==> config.mk <==
export PLATFORM = sky130hd
export DESIGN_NAME = fm_audio_decimator
export DESIGN_NICKNAME = d
export VERILOG_FILES = /design/src/rtl/fm_audio_decimator.sv
export SDC_FILE = /design/constraint.sdc
export NUM_CORES = 1
export LEC_CHECK = 0
export CAP_MARGIN = 15
export CORE_UTILIZATION = 50
export DETAILED_ROUTE_END_ITERATION = 8
export DONT_BUFFER_PORTS = 1
export GPL_ROUTABILITY_DRIVEN = 0
export GPL_TIMING_DRIVEN = 0
export PLACE_DENSITY = 0.67
export SYNTH_ARGS = -nofsm -noshare
export SYNTH_HDL_FRONTEND = slang
export SYNTH_SLANG_ARGS = --single-unit
==> constraint.sdc <==
create_clock -name s00_axis_aclk -period 2.9 [get_ports s00_axis_aclk]
set_input_delay 0.58 -clock s00_axis_aclk [delete_from_list [all_inputs] [get_ports s00_axis_aclk]]
set_output_delay 0.58 -clock s00_axis_aclk [all_outputs]
set_load 0.05 [all_outputs]
==> src/rtl/fm_audio_decimator.sv <==
// fm_audio_decimator: integrate-and-dump boxcar low-pass and decimate-by-DECIM
// for the FM demodulator's frequency samples, AXI-Stream on both sides.
module fm_audio_decimator #(
    parameter int C_S00_AXIS_TDATA_WIDTH = 32,
    parameter int C_M00_AXIS_TDATA_WIDTH = 32,
    parameter int LOG2_DECIM = 3
) (
    input  logic                                s00_axis_aclk,
    input  logic                                s00_axis_aresetn,
    input  logic                                s00_axis_tvalid,
    input  logic [C_S00_AXIS_TDATA_WIDTH-1:0]   s00_axis_tdata,
    input  logic                                s00_axis_tlast,
    input  logic [C_S00_AXIS_TDATA_WIDTH/8-1:0] s00_axis_tstrb,
    output logic                                s00_axis_tready,
    input  logic                                m00_axis_tready,
    output logic                                m00_axis_tvalid,
    output logic [C_M00_AXIS_TDATA_WIDTH-1:0]   m00_axis_tdata,
    output logic                                m00_axis_tlast,
    output logic [C_M00_AXIS_TDATA_WIDTH/8-1:0] m00_axis_tstrb
);

    localparam int DECIM = 2 ** LOG2_DECIM;
    localparam int AW = 16 + LOG2_DECIM;
    localparam logic [LOG2_DECIM-1:0] LAST_CNT = LOG2_DECIM'(DECIM - 1);

    logic [LOG2_DECIM-1:0] cnt;
    logic signed [AW-1:0]  acc;
    logic signed [AW-1:0]  sum;
    logic                  lst;
    logic                  win_end;
    logic                  accept;
    logic                  done;
    logic [15:0]           avg;
    logic                  unused_ok;

    assign sum = acc + {{LOG2_DECIM{s00_axis_tdata[15]}}, s00_axis_tdata[15:0]};

    // Dropping the low LOG2_DECIM bits is the floor-dividing arithmetic shift.
    assign avg = sum[AW-1:LOG2_DECIM];

    assign win_end = (cnt == LAST_CNT);
    assign s00_axis_tready = ~(win_end & m00_axis_tvalid & ~m00_axis_tready);
    assign accept = s00_axis_tvalid & s00_axis_tready;
    assign done = accept & win_end;

    assign unused_ok = ^{s00_axis_tdata, s00_axis_tstrb};

    always_ff @(posedge s00_axis_aclk) begin
        if (s00_axis_aresetn) begin
            cnt             <= '0;
            acc             <= '0;
            lst             <= 1'b0;
            m00_axis_tvalid <= 1'b0;
            m00_axis_tdata  <= '0;
            m00_axis_tlast  <= 1'b0;
            m00_axis_tstrb  <= '0;
        end else begin
            if (m00_axis_tvalid && m00_axis_tready && !done) begin
                m00_axis_tvalid <= 1'b0;
            end
            if (accept) begin
                if (win_end) begin
                    m00_axis_tdata  <= C_M00_AXIS_TDATA_WIDTH'(avg);
                    m00_axis_tlast  <= lst | s00_axis_tlast;
                    m00_axis_tvalid <= 1'b1;
                    m00_axis_tstrb  <= '1;
                    acc             <= '0;
                    lst             <= 1'b0;
                    cnt             <= '0;
                end else begin
                    acc <= sum;
                    lst <= lst | s00_axis_tlast;
                    cnt <= cnt + 1'b1;
                end
            end
        end
    end

endmodule

==> results of run 1 <==
==> metrics by stage <==
stage          area, µm²  worst slack (ns)
4_1_cts             2970           0.04531
3_3_place_gp        2833           0.05138
5_1_grt             2983           0.06970
6_report            2983            0.2674
3_5_place_dp        2833           0.05781
2_1_floorplan       2745            0.3997
==> power groups by stage <==
stage | sequential [µW] | combinational (µW) | clock (µW)
2_1_floorplan | 656 | 463 | 0
3_3_place_gp | 660 | 551 | 0
3_5_place_dp | 663 | 558 | 0
4_1_cts | 649 | 563 | 575
5_1_grt | 654 | 627 | 598
6_report | 649 | 569 | 564
==> metal layers <==
| layer | vias to the layer above | GRT usage | part of all wire |
|---|---|---|---|
| li1 | 1196 | - | - |
| met1 | 1083 | 0.3018 | 0.44 |
| met2 | 61 | 0.3968 | 0.47 |
| met3 | 12 | 0.05159 | 0.065 |
| met4 | 0 | 0.09465 | 0.020 |
| met5 | - | 0 | 0 |
==> placed cells by master, fill, tap and decap left out, types with 3 or more instances in the layout <==
master	netlist	final
dfxtp_1	42	42
nand2_1	35	34
a21oi_1	34	33
ha_1	20	20
buf_4	19	19
nor2_1	18	18
conb_1	1	16
nor3_1	15	14
o21ai_0	13	13
clkbuf_1	11	10
nand3_1	10	10
nand3b_1	7	7
nand4_1	7	7
xor2_1	7	7
xnor2_1	7	7
inv_1	6	6
a22oi_1	6	6
a21o_1	5	5
clkbuf_8	0	5
o311ai_0	4	4
a22o_1	4	4
nor2b_1	3	3
o21bai_1	3	3
a32o_1	3	3
mux2i_1	3	3
==> sequential cells by signal, summed over array words and instances (netlist names) <==
signal,flops
acc,19
m00_axis_tstrb,1
cnt,3
m00_axis_tlast,1
m00_axis_tvalid,1
m00_axis_tdata,16
lst,1
==> area by class of cell <==
class | count | area, µm²
Buffer | 33 | 198.9
Clock buffer | 5 | 68.82
Tap cell | 70 | 87.58
Sequential cell | 42 | 840.8
Inverter | 6 | 22.52
Clock inverter | 3 | 68.82
Fill cell | 503 | 2157
Multi-Input combinational cell | 256 | 1695
==> synthesized netlist by cell type (2+ instances only) <==
cell	number	area (µm²)
a211o_2	2	20.02
a211oi_1	2	15.01
a21o_1	5	37.54
a21oi_1	34	170.2
a22o_1	4	35.03
a22oi_1	6	45.04
a31oi_1	2	12.51
a32o_1	3	30.03
and3_1	2	12.51
buf_2	2	10.01
buf_4	19	142.6
clkbuf_1	11	41.29
dfxtp_1	42	840.8
ha_1	20	250.2
inv_1	6	22.52
mux2i_1	3	30.03
nand2_1	35	131.4
nand3_1	10	50.05
nand3b_1	7	52.55
nand4_1	7	43.79
nor2_1	18	67.56
nor2b_1	3	18.77
nor3_1	15	75.07
o211ai_1	2	15.01
o21a_1	2	15.01
o21ai_0	13	65.06
o21bai_1	3	22.52
o311ai_0	4	35.03
or2_2	2	12.51
xnor2_1	7	61.31
xor2_1	7	61.31
==> path summary, 6_finish.rpt <==
kind / slack (ns) / end / start
max reg2reg: 0.27 / acc[17] / cnt[0]
min reg2reg: 0.46 / cnt[1] / cnt[1]
min: 0.46 / cnt[1] / cnt[1]
max: 0.27 / acc[17] / cnt[0]
==> cell families (layout without fill, tap and decap cells) <==
kind of cell	count (synthesis)	in the layout
DFF	42	42
and+or+nand+nor	106	106
buffers and inverters	39	47
AOI/OAI and AO/OA	95	95
other	1	16
adders and majority gates	21	21
xor gates and xnor gates	14	14
muxes	4	4
==> critical path: stages, from the launching register on <==
cell and delay, ns:
dfxtp_1 0.36, ha_1 0.16, ha_1 0.13, clkbuf_1 0.32, nand3b_1 0.62, a21oi_2 0.70, a21oi_1 0.14, o311ai_0 0.10
==> metrics.yaml, run 1 <==
power_uw: 1782
clk_latency_ns: 0.30
endpoint_kind: "flop"
core.rowCount: 26
hold_viol: 0
initial_core_util: 0.5231
first_pass_iters: 4
clockBufferDepth: 2
setup_viol: 0
synth-edff-count: 0
syn_avg_cell_area_um2: 8.350
grt_max_degree: 15
drive_gt1_frac: 0.1304
powerDensity_mw_per_mm2: 597.4
dieArea_mm2: 0.005675
antenna_cells: 0
p_int_uw: 1177
clkSinkCount: 42
tightestPinTransition_ns: 0.7423
cts_hold_buf: 0
drt-wirelength-per-cell_um: 15.57
syn_to_final_growth_pct: 10.94
synth_warnings: 0
initialDrtViolationCount: 108
max-vdd-ir-drop_mv: 0.3175
maxSlewViolCount: 0
power_frac_comb: 0.319
seqPwrFrac: 0.364
ios: 80
track_usage: 0.2386
fmax_mhz: 379.8
fin_util: 0.5803
clock_skew_ns: 0.004454
ys_ff_latch: 42
final_cells: 415
grt_pass1_wl_um: 10210
critPathKind: "flop to flop"
core_area_mm2: 0.005140
min_path_cells: 2
die_h_um: 75.33
async_flop_share: 0
max_slew_margin: 0.5036
synth_compound_area_frac: 0.2508
dp_hpwl_um: 4864
fin_crit_ns: 2.633
max_cap_violations: 0
clkSlewWorstSetupHoldPaths_ns: 0.09
p_switching_uw: 605.1
htree_levels: 2
startpoint_type: "flop"
synth-xor-area-share: 0.04560
synthSimpleGateAreaFrac: 0.1917
status: "finished, final reports clean"
viasPerCell: 5.667
r2r_cells: 7
rsz0062_at_grt: "no"
via_count: 2352
port_buffers: 0
grt_antenna_before_repair: 0
grt_overflow: 0
synth_area_mm2: 0.002689
synthAdderAreaFrac: 0.1005
yosysUniqueCellTypes: 55
arrival_ns: 2.83
postRouteAntennaNets: 0
crit_fanout: 10
netlist_instances: 322
netSwitchingFraction: 0.3395
nets: 406
finalCritPeriodShare: 0.9078
synthMuxAreaShare: 0.01536
pwr-share-clk: 0.316
routed_wl_um: 6462
tritoncts: "done"
min_path_type: "flop to flop"
clock_tree.root_cell: "clkbuf_8"
drc: 0
dieWidth_um: 75.33
postCtsSetupBuffers: 0
cts-resized-gates: 0
hold_slack_ns: 0.4596
cts_made_buffers: 5
yosysSeqAreaShare: 0.3127
synth_top_flop_cell: "dfxtp_1"
setup_tns_ns: 0
place_inst: 407
leakagePower_uw: 0.001270
required_ns: 3.10
grt_pass1_vias: 2195
synth_top_family_by_area: "compound AO/OA/AOI/OAI gates"
Note: power is estimated with default switching activity, not from simulation.
==> run 2: changes to the inputs <==
CORE_MARGIN = 2   (was default)
CORE_UTILIZATION = 40   (was 50)
PLACE_DENSITY = 0.56   (was 0.67)
==> run 2 against run 1 <==
Compared with the run above:
- critical path depth increased by 2
- clock-buffer cell count did not move
- worst setup slack worse by 0.055 ns
- flip-flop and latch count unchanged
- via count shrank 0.38%
- register-to-register slack lost 0.06 ns
- non-clock buffer count did not move
- design area grew 0.21%
- first-iteration DRC count shrank 24%
- fmax fell by 2.1%
- global-route usage down 5.6 points
- combinational power hardly changed
- largest cell class unchanged
==> metrics.yaml, run 2 (synthesized netlist as in run 1, its figures left out) <==
crit_fanout: 9  # -1
grt_max_degree: 15  # unchanged
top_usage_layer: "met2"
powerDensity_mw_per_mm2: 596.5  # -0.15%
drt-wirelength-per-cell_um: 15.63  # +0.37%
maxSlewViolCount: 0  # unchanged
cts_hold_buf: 0  # unchanged
rsz0062_at_grt: "yes"
setup_viol: 0  # unchanged
leakagePower_uw: 0.001270  # about the same
crit_buf_inv: 1  # unchanged
place_inst: 414  # +1.7%
track_usage: 0.1826  # -0.05594
crit_path_max_incr_delay_ns: 0.60  # -0.10 ns
reg_top3: "acc: 19 flops, m00_axis_tdata: 16 flops, cnt: 3 flops"
dieWidth_um: 85.99  # +14%
clock_skew_ns: 0.007691  # +0.003238 ns
reg2reg_to: "acc[11]"
antenna_cells: 0  # unchanged
fin_crit_ns: 2.688  # +0.05523 ns
final_common_cell: "dfxtp_1"
postCtsSetupBuffers: 0  # unchanged
min_path_cells: 2  # unchanged
first_pass_iters: 4  # unchanged
max_slew_margin: 0.4970  # -0.006657
grt_pass1_vias: 2176  # -0.87%
area.sequential_um2: 840.8  # unchanged
status: "finished, final reports clean"
drc: 0  # unchanged
nets: 406  # unchanged
die_h_um: 85.99  # +14%
grt_pass1_wl_um: 10780  # +5.6%
routed_wl_um: 6595  # +2.1%
largest_reg_flops: 19  # unchanged
htree_levels: 2  # unchanged
fill_cells: 654  # +30%
critPathKind: "flop to flop"
final_cell_mix: "dfxtp_1, nand2_1, a21oi_1"
port_buffers: 0  # unchanged
dieArea_mm2: 0.007394  # +30%
final_cells: 422  # +1.7%
drive_gt1_frac: 0.1275  # -0.002899
dp_hpwl_um: 5046  # +3.7%
core_area_mm2: 0.006422  # +25%
met3_usage: 0.04139  # -0.01020
max_cap_violations: 0  # unchanged
ff2ff_setup_slack_ns: 0.21  # -0.06 ns
ios: 80  # unchanged
power_uw: 1783  # about the same
multi_input_area_mm2: 0.001693  # -0.15%
hold_viol: 0  # unchanged
initialDrtViolationCount: 82  # -24%
clock_tree.root_cell: "clkbuf_8"
timing.critical_path.cells: "ha_1, ha_1, clkbuf_1, nand3b_1, nand2_1, nor3_2, and3_1, mux2i_1, nand2_1"
rr_startpoint: "cnt[0]"
clkSinkCount: 42  # unchanged
viasPerCell: 5.552  # -2.0%
clkSlewWorstSetupHoldPaths_ns: 0.09  # about the same
fmax_mhz: 372.0  # -2.1%
tritoncts: "done"
initial_core_util: 0.4187  # -0.1045
hold_slack_ns: 0.4586  # -0.0009440 ns
arrival_ns: 2.88  # +0.05 ns
top_register: "acc"
tightestPinTransition_ns: 0.7355  # -0.006792 ns
holdPathEnd: "acc[0]"
startpoint_type: "flop"
max-vdd-ir-drop_mv: 0.2611  # -18%
r2r_cells: 9  # +2
finalCritPeriodShare: 0.9269  # +0.01904
postRouteAntennaNets: 0  # unchanged
grt_overflow: 0  # unchanged
clockBufferDepth: 2  # unchanged
syn_to_final_growth_pct: 11.17
required_ns: 3.09  # about the same
cp_slowest_cell: "nand3b_1"
core.rowCount: 29  # +12%
grt_antenna_before_repair: 0  # unchanged
critPathTopFamily: "simple AND/OR/NAND/NOR gates"
cts_made_buffers: 5  # unchanged
use_met1: 0.2482  # -0.05356
endpoint_kind: "flop"
via_count: 2343  # -0.38%
grt_util_met2: 0.2882  # -0.1086
hold_start: "acc[0]"
clk_latency_ns: 0.30  # about the same
min_path_type: "flop to flop"
run 2: stage by stage:
step                  TNS, ns  instance area, µm²  worst slack [ns]    util
global placement     -0.01575                2841          -0.01560  0.4424
global route        -0.008371                2989         -0.008371  0.4654
finish                      0                2989            0.2121  0.4654
CTS                         0                2988           0.04632  0.4652
detailed placement   -0.04161                2841          -0.02644  0.4424
floorplan                   0                2745            0.3997       -
run 2: tightest hold or removal path, delay by kind of cell, from the launching register on:
kind,cells,cell delay (ns)
flops,1,0.32
simple gates,1,0.05
compound gates,1,0.05
run 2: timing repair:
action | 4_1_cts | 5_1_grt
gates resized for setup | 2 | 2
setup endpoints to repair | 4 | 11
gates cloned | 0 | 0
run 2: how the worst max path moves through the flow:
stage,slack (ns),depth (start not counted),endpoint,from
finish,0.21,9,acc[11],cnt[0]
global route,-0.008,9,acc[11],cnt[0]
CTS,0.05,8,acc[5],cnt[0]
detailed placement,-0.03,7,acc[17],cnt[0]
global placement,-0.02,7,acc[17],cnt[0]
floorplan,0.40,7,acc[18],s00_axis_tdata[0]
run 2: cell type report:
class	count	share of cell area
inverters	6	0.007535
flip-flops and latches	42	0.2813
clock inverters	3	0.02302
multi-input cells	256	0.5663
clock buffers	5	0.02302
well taps	77	0.03223
plain buffers	33	0.06656
run 2: power breakdown:
group,switching [µW],internal (µW),leakage [µW],total [µW]
Clock,222,345,0.0000683,567
Sequential,27.6,622,0.000343,649
Combinational,357,209,0.000859,567
run 2: per-layer routing:
metal,routed length (µm),vias to the layer above
met1,3086,1078
met5,0,-
met4,85,0
li1,-,1195
met2,3003,62
met3,420,8
